`config.mk`:
```
export PLATFORM = sky130hd
export DESIGN_NAME = flag_branch_unit
export DESIGN_NICKNAME = d
export VERILOG_FILES = /design/src/rtl/flag_branch_unit.sv
export SDC_FILE = /design/constraint.sdc
export NUM_CORES = 1
export LEC_CHECK = 0
export ABC_AREA = 1
export CAP_MARGIN = 15
export CELL_PAD_IN_SITES_DETAIL_PLACEMENT = 0
export CELL_PAD_IN_SITES_GLOBAL_PLACEMENT = 1
export CORE_MARGIN = 2
export CORE_UTILIZATION = 36
export CTS_CLUSTER_DIAMETER = 40
export DETAILED_ROUTE_END_ITERATION = 10
export PLACE_DENSITY_LB_ADDON = 0.1
export SKIP_CTS_REPAIR_TIMING = 1
export SLEW_MARGIN = 20
export SYNTH_ARGS = -nofsm -noshare
export SYNTH_HDL_FRONTEND = slang
export SYNTH_SLANG_ARGS = --single-unit
```
`constraint.sdc`:
```
create_clock -name clk -period 7.2 [get_ports clk]
set_input_delay 1.8 -clock clk [delete_from_list [all_inputs] [get_ports clk]]
set_output_delay 1.8 -clock clk [all_outputs]
set_load 0.01 [all_outputs]
```
`src/rtl/flag_branch_unit.sv`:
```
// Flag register and branch-resolution stage downstream of the ALU: captures N/Z/V,
// resolves B/BR in decode, stalls one cycle on a flag hazard, and counts branch statistics.
module flag_branch_unit #(
    parameter int CNT_W = 16
) (
    input  logic             clk,
    input  logic             rst_n,
    input  logic             pipe_hold,
    input  logic             ex_valid,
    input  logic [3:0]       ex_opcode,
    input  logic [2:0]       ex_flags,
    input  logic             id_valid,
    input  logic [3:0]       id_opcode,
    input  logic [2:0]       id_ccc,
    input  logic [8:0]       id_imm9,
    input  logic [15:0]      id_pc_plus2,
    input  logic [15:0]      id_rs_data,
    output logic [2:0]       flags_q,
    output logic             flag_stall,
    output logic             branch_taken,
    output logic [15:0]      branch_target,
    output logic             flush,
    output logic [CNT_W-1:0] br_count,
    output logic [CNT_W-1:0] taken_count,
    output logic [CNT_W-1:0] stall_count
);

    localparam logic [3:0] OP_ADD = 4'h0;
    localparam logic [3:0] OP_SUB = 4'h1;
    localparam logic [3:0] OP_XOR = 4'h3;
    localparam logic [3:0] OP_SLL = 4'h4;
    localparam logic [3:0] OP_SRA = 4'h5;
    localparam logic [3:0] OP_ROR = 4'h6;
    localparam logic [3:0] OP_B   = 4'hC;
    localparam logic [3:0] OP_BR  = 4'hD;

    localparam logic [CNT_W-1:0] CNT_ONE = {{(CNT_W-1){1'b0}}, 1'b1};
    localparam logic [CNT_W-1:0] CNT_MAX = {CNT_W{1'b1}};

    typedef enum logic {
        S_RUN  = 1'b0,
        S_WAIT = 1'b1
    } state_t;

    state_t state;
    state_t state_next;

    logic        writes_nzv;
    logic        writes_z;
    logic        is_br;
    logic        hazard;
    logic        cond_met;
    logic [15:0] b_target;

    always_comb begin
        writes_nzv = (ex_opcode == OP_ADD) || (ex_opcode == OP_SUB);
        writes_z   = (ex_opcode == OP_XOR) || (ex_opcode == OP_SLL) ||
                     (ex_opcode == OP_SRA) || (ex_opcode == OP_ROR);
        is_br      = id_valid && ((id_opcode == OP_B) || (id_opcode == OP_BR));
        hazard     = is_br && ex_valid && (writes_nzv || writes_z);
    end

    // flags_q = {N, Z, V}; Z-only writers leave N and V untouched.
    always_ff @(posedge clk) begin
        if (!rst_n) begin
            flags_q <= 3'b000;
        end else if (!pipe_hold && ex_valid) begin
            if (writes_nzv) begin
                flags_q <= ex_flags;
            end else if (writes_z) begin
                flags_q[1] <= ex_flags[1];
            end
        end
    end

    always_comb begin
        cond_met = 1'b0;
        case (id_ccc)
            3'b000:  cond_met = !flags_q[1];
            3'b001:  cond_met = flags_q[1];
            3'b010:  cond_met = !flags_q[1] && !flags_q[2];
            3'b011:  cond_met = flags_q[2];
            3'b100:  cond_met = flags_q[1] || (!flags_q[1] && !flags_q[2]);
            3'b101:  cond_met = flags_q[2] || flags_q[1];
            3'b110:  cond_met = flags_q[0];
            default: cond_met = 1'b1;
        endcase
    end

    // Word offset: sign-extend imm9 and shift left by one; the add wraps modulo 2^16.
    assign b_target = id_pc_plus2 + {{6{id_imm9[8]}}, id_imm9, 1'b0};

    always_ff @(posedge clk) begin
        if (!rst_n) begin
            state <= S_RUN;
        end else begin
            state <= state_next;
        end
    end

    // WAIT resolves unconditionally: the producer has left EX and its flags are in flags_q.
    always_comb begin
        state_next   = state;
        flag_stall   = 1'b0;
        branch_taken = 1'b0;
        case (state)
            S_RUN: begin
                if (hazard) begin
                    flag_stall = 1'b1;
                    if (!pipe_hold) begin
                        state_next = S_WAIT;
                    end
                end else begin
                    branch_taken = is_br && cond_met;
                end
            end
            S_WAIT: begin
                branch_taken = is_br && cond_met;
                if (!pipe_hold) begin
                    state_next = S_RUN;
                end
            end
            default: state_next = S_RUN;
        endcase
    end

    always_comb begin
        branch_target = id_pc_plus2;
        if (branch_taken) begin
            branch_target = (id_opcode == OP_B) ? b_target : id_rs_data;
        end
        flush = branch_taken;
    end

    always_ff @(posedge clk) begin
        if (!rst_n) begin
            br_count    <= '0;
            taken_count <= '0;
            stall_count <= '0;
        end else if (!pipe_hold) begin
            if (is_br && !flag_stall && (br_count != CNT_MAX)) begin
                br_count <= br_count + CNT_ONE;
            end
            if (branch_taken && (taken_count != CNT_MAX)) begin
                taken_count <= taken_count + CNT_ONE;
            end
            if (flag_stall && (stall_count != CNT_MAX)) begin
                stall_count <= stall_count + CNT_ONE;
            end
        end
    end

endmodule

```
== After elaboration in Yosys (flattened, before gate mapping) ==
Cells that the tools add are included.
Widths: inputs -> output; s select.
Operators by class
  $add $sub $neg: 4
  multipliers: 0
  divide/modulo/power cells: 0
  magnitude comparators: 0
  equal/unequal tests: 16
  shifts and indexed selects: 0
  mux-type cells: 13
  bitwise operators: 2
  reduce and logical (&&, ||, !) cells: 30
Operator list (number)
  $add 16x1->16 const B: 3
  $ne 16x16->1 const B: 3
  $mux 16: 2
  $add 16x16->16: 1
  $eq 4x3->1 const B: 3
  $logic_and 1x1->1: 10
  $reduce_and 2->1: 5
  $eq 3x3->1 const B: 3
  $eq 4x4->1 const B: 2
  $logic_or 1x1->1: 8
  $mux 1: 8
  $pmux 1 s7: 1
  $eq 3x2->1 const B: 2
  $eq 4x1->1 const B: 1
  $eq 4x2->1 const B: 1
  $logic_not 1->1: 4
  $logic_not 4->1: 1
  $pmux 1 s2: 2
  $eq 3x1->1 const B: 1
  $logic_not 3->1: 1
  $not 1->1: 2
  $reduce_bool 2->1: 1
Storage, ports and cells
  register bits: 52
  bits in latches: 0
  RAM bits: 0
  bits in read-only memories: 0
  output and inout bits: 70
  memories: 0

== Depth between registers and ports, before layout ==
  depth in word-level cells: 12
  depth in mapped cells: 12

== Worst setup path after synthesis ==
OpenSTA, ideal clock, no wires.
  path type: input-to-output
  from: input id_imm9[0]
  to: output branch_target[9]
  arrival time: 3066 ps
  slack: 2334 ps
  stages: 12
  path buffers: 0
  cell sequence: ha_1 > inv_1 > fa_1 > inv_1 > nand3_1 > nand3_1 > nand2_1 > nand2_1 > nand2_1 > nand3_1 > o211ai_1 > nand2_1
On the way
  word-level cells in the longest chain between the ends: 3
Ends and longest elaborated chain
  start, declared: line 15  | input logic [8:0] id_imm9,
  $add 16x16->16: line 91  | assign b_target = id_pc_plus2 + {{6{id_imm9[8]}}, id_imm9, 1'b0};
  $mux 16: line 130  | branch_target = (id_opcode == OP_B) ? b_target : id_rs_data;
  $mux 16: line 129  | if (branch_taken) begin
  end, declared: line 21  | output logic [15:0] branch_target,
No other way between the ends.

== Worst setup path after layout ==
  from: input id_ccc[1]
  to: output branch_target[10]
On the way
  word-level cells in the longest chain between the ends: 6
Ends and longest elaborated chain
  start, declared: line 14  | input logic [2:0] id_ccc,
  $eq 3x3->1 (tied with other cells): line 78  | case (id_ccc)
  $pmux 1 s7 *: line 78
  $logic_and 1x1->1 *: line 114, 118
  $mux 1: line 108  | if (hazard) begin
  $pmux 1 s2 *: line 106  | case (state)
  $mux 16 *: line 129
Mark *: on every way between the ends. The rest lies on a longest branch, timed or not.

==> impl_metrics.env <==
export IMPL_synth_top_area_share_pct=22.5
export IMPL_p_clk_share_pct=38.9
export IMPL_fin_ws_ps=833
export IMPL_drive_gt1_share_pct=6.70
export IMPL_synth_area_um2=4630
export IMPL_min_path_cells=2
export IMPL_cts_buffer_depth=2
export IMPL_outcome="finished, final reports clean"
export IMPL_fin_crit_ps=6370
export IMPL_post_synth_top_area_cell="dfxtp_1"
export IMPL_diodes=0
export IMPL_synth_edf_count=0
export IMPL_p_seq_share_pct=39.2
export IMPL_cp_max_fo=21
export IMPL_syn_avg_cell_area_um2=6.19
export IMPL_worst_pin_slew_ps=864
export IMPL_clock_skew_ps=10.4
export IMPL_synthTopCellsByCount="232 x nand2_1, 87 x nand3_1, 76 x nor2_1"
export IMPL_rows=41
export IMPL_cts_buffers=5
export IMPL_yosysMostFrequentCell="nand2_1"
export IMPL_synthFlopType="dfxtp_1"
export IMPL_post_drt_wl_per_cell_um=13.4
export IMPL_yosysSeqAreaShare_pct=22.5
export IMPL_switching_share_pct=28.3
export IMPL_clk_latency_ps=310
export IMPL_via_count=5086
export IMPL_cts_tree="yes"
export IMPL_detail_route_antenna_nets=0
export IMPL_grt_util_all_layers_pct=20.2
export IMPL_htree_levels=2
export IMPL_async_reset_ff_share_pct=0
export IMPL_remaining_drc_errors=0
export IMPL_die_area_um2=13800
export IMPL_core_um2=12600
export IMPL_peakVddDrop_mv=0.150
export IMPL_port_buffers=129
export IMPL_comb_power_share_pct=21.9
export IMPL_endpoint_kind="output port"
export IMPL_syn_num_nets=827
export IMPL_clk_pin_slew_ps=80
export IMPL_rsz0062_at_grt="no"
export IMPL_antenna_found_initial=0
export IMPL_yosysWarningCount=0
export IMPL_postSynthCellCount=749
export IMPL_hold_path_class="flop to flop"
export IMPL_dp_hpwl_mm=10.6
export IMPL_setup_viol=0
export IMPL_min_period_over_period_pct=88.4
export IMPL_cp_slowest_cell="nand2_1"
export IMPL_firstDrtPassIters=4
export IMPL_routed_wl_mm=13.9
export IMPL_crit_path_frequent_cell="nand2_1"
export IMPL_pre_cts_slack_ps=877
export IMPL_overflow=0
export IMPL_viasPerCell=4.90
export IMPL_relSlewSlack_pct=42.3
export IMPL_synth_area_top_cells="dfxtp_1 22%, nand2_1 19%, nand3_1 9.4%"
export IMPL_p_leak_nw=2.40
export IMPL_power_density_nw_per_um2=119
export IMPL_intPower_mw=0.529
export IMPL_layout_nets=943
export IMPL_cts_sinks=52
export IMPL_cp_slowest_stage_delay_ps=580
export IMPL_setup_tns_ps=0
export IMPL_arrival_ps=4570
export IMPL_cp_start_kind="input port"
export IMPL_critPathRequiredTime_ps=5400
export IMPL_cap_viol_max_count=0
export IMPL_power_switching_mw=0.209
export IMPL_grt_pass1_vias=4875
export IMPL_die_w_um=117
export IMPL_crit_chain="clkdlybuf4s50_1, nor2_1, a21oi_1, o21ai_0, nand2_1, nand2_1, nor2_1, o21ai_0, nand2_1, clkdlybuf4s50_1"
export IMPL_die_h_um=117
export IMPL_timing_fmax_mhz=157
export IMPL_hold_violations=0
export IMPL_drv_slew=0
export IMPL_critPathKind="input port to output port"
export IMPL_grt_first_pass_wirelength_mm=23.4
export IMPL_r2r_slack_ps=5110
export IMPL_reg2reg_depth=11
export IMPL_synthToLayoutAreaGrowth_pct=33.6
export IMPL_start_util_pct=36.7
export IMPL_synth_seq_cells=52
export IMPL_synth_cell_type_count=36
export IMPL_place_gp_congestion=0.871
export IMPL_drt_iter0_drc=194
export IMPL_io_pin_count=130
export IMPL_grt_max_degree=32
export IMPL_clockRootBuffer="clkbuf_16"
-- sequential cells by signal, indices dropped and copies added (netlist names) --
name / cells
stall_count: 16
br_count: 16
flags_q: 3
state: 1
taken_count: 16
-- power by group through the flow --
| stage | Sequential, mW | Clock (mW) | Combinational, mW |
|---|---|---|---|
| after floorplan | 0.296 | 0 | 0.0910 |
| after global placement | 0.296 | 0 | 0.160 |
| after detailed placement | 0.296 | 0 | 0.162 |
| after CTS | 0.289 | 0.299 | 0.163 |
| after global routing | 0.289 | 0.309 | 0.181 |
| final | 0.289 | 0.288 | 0.162 |
-- metal layers --
metal	vias to the layer above	share of wire [%]	GRT usage, %
li1	2663	-	-
met1	2298	48	26.7
met2	119	46	34.5
met3	6	4.9	4.36
met4	0	0.49	3.16
met5	-	0	0
-- worst max-delay path, delay by kind of cell --
| family | cells | cell delay [ps] |
|---|---|---|
| AND/OR/NAND/NOR | 5 | 1330 |
| AO/OA/AOI/OAI | 3 | 350 |
| buffers and inverters | 2 | 1070 |
-- final timing paths --
path	from	to
setup / recovery	id_ccc[1]	branch_target[10]
setup reg to reg	br_count[0]$_SDFFE_PN0P_	br_count[0]$_SDFFE_PN0P_
hold reg to reg	stall_count[13]$_SDFFE_PN0P_	stall_count[13]$_SDFFE_PN0P_
hold / removal	stall_count[13]$_SDFFE_PN0P_	stall_count[13]$_SDFFE_PN0P_
-- kinds of logic after synthesis --
kind of cell	synth area share (%)
adders and majority gates	5.02
xor gates and xnor gates	6.99
and+or+nand+nor	46.6
DFF	22.5
AOI/OAI and AO/OA	9.77
buffers and inverters	9.15
-- cell type report --
cell class,instances,area (um^2)
Tap cell,172,215
Timing Repair Buffer,131,1310
Clock inverter,3,46.3
Fill cell,1364,6430
Sequential cell,52,1040
Inverter,75,282
Clock buffer,5,125
Multi-Input combinational cell,600,3170
-- cell usage in the layout, fill, tap and decap left out, types with 2 or more instances in the layout --
cell             instances
a21oi_1                 45
a21oi_2                 12
and2_1                   3
buf_4                    2
clkbuf_16                5
clkdlybuf4s50_1        129
dfxtp_1                 52
ha_1                    17
inv_1                   75
nand2_1                232
nand2_2                 12
nand2_4                  2
nand3_1                 87
nand3_4                  2
nand3b_1                 5
nand4_1                 22
nor2_1                  76
nor2_2                   6
nor2_4                   5
nor3_1                   6
nor3_2                   2
nor3_4                   2
o211ai_1                 7
o21ai_0                 11
or2_2                    2
xnor2_1                 18
xor2_1                  19
-- through the flow --
| step | utilization, % | hold slack (ps) | power (mW) | cells | area [um^2] |
|---|---|---|---|---|---|
| finish | 49.0 | 487 | 0.738 | 1038 | 6190 |
| CTS | 49.0 | 493 | 0.751 | 1038 | 6190 |
| floorplan | - | 474 | 0.387 | 749 | 4630 |
| global route | 49.0 | 506 | 0.779 | 1038 | 6190 |
| detailed placement | 47.7 | 481 | 0.458 | 1030 | 6020 |
| global placement | 47.7 | 469 | 0.456 | 1030 | 6020 |
(Power assumes the default switching activity.)
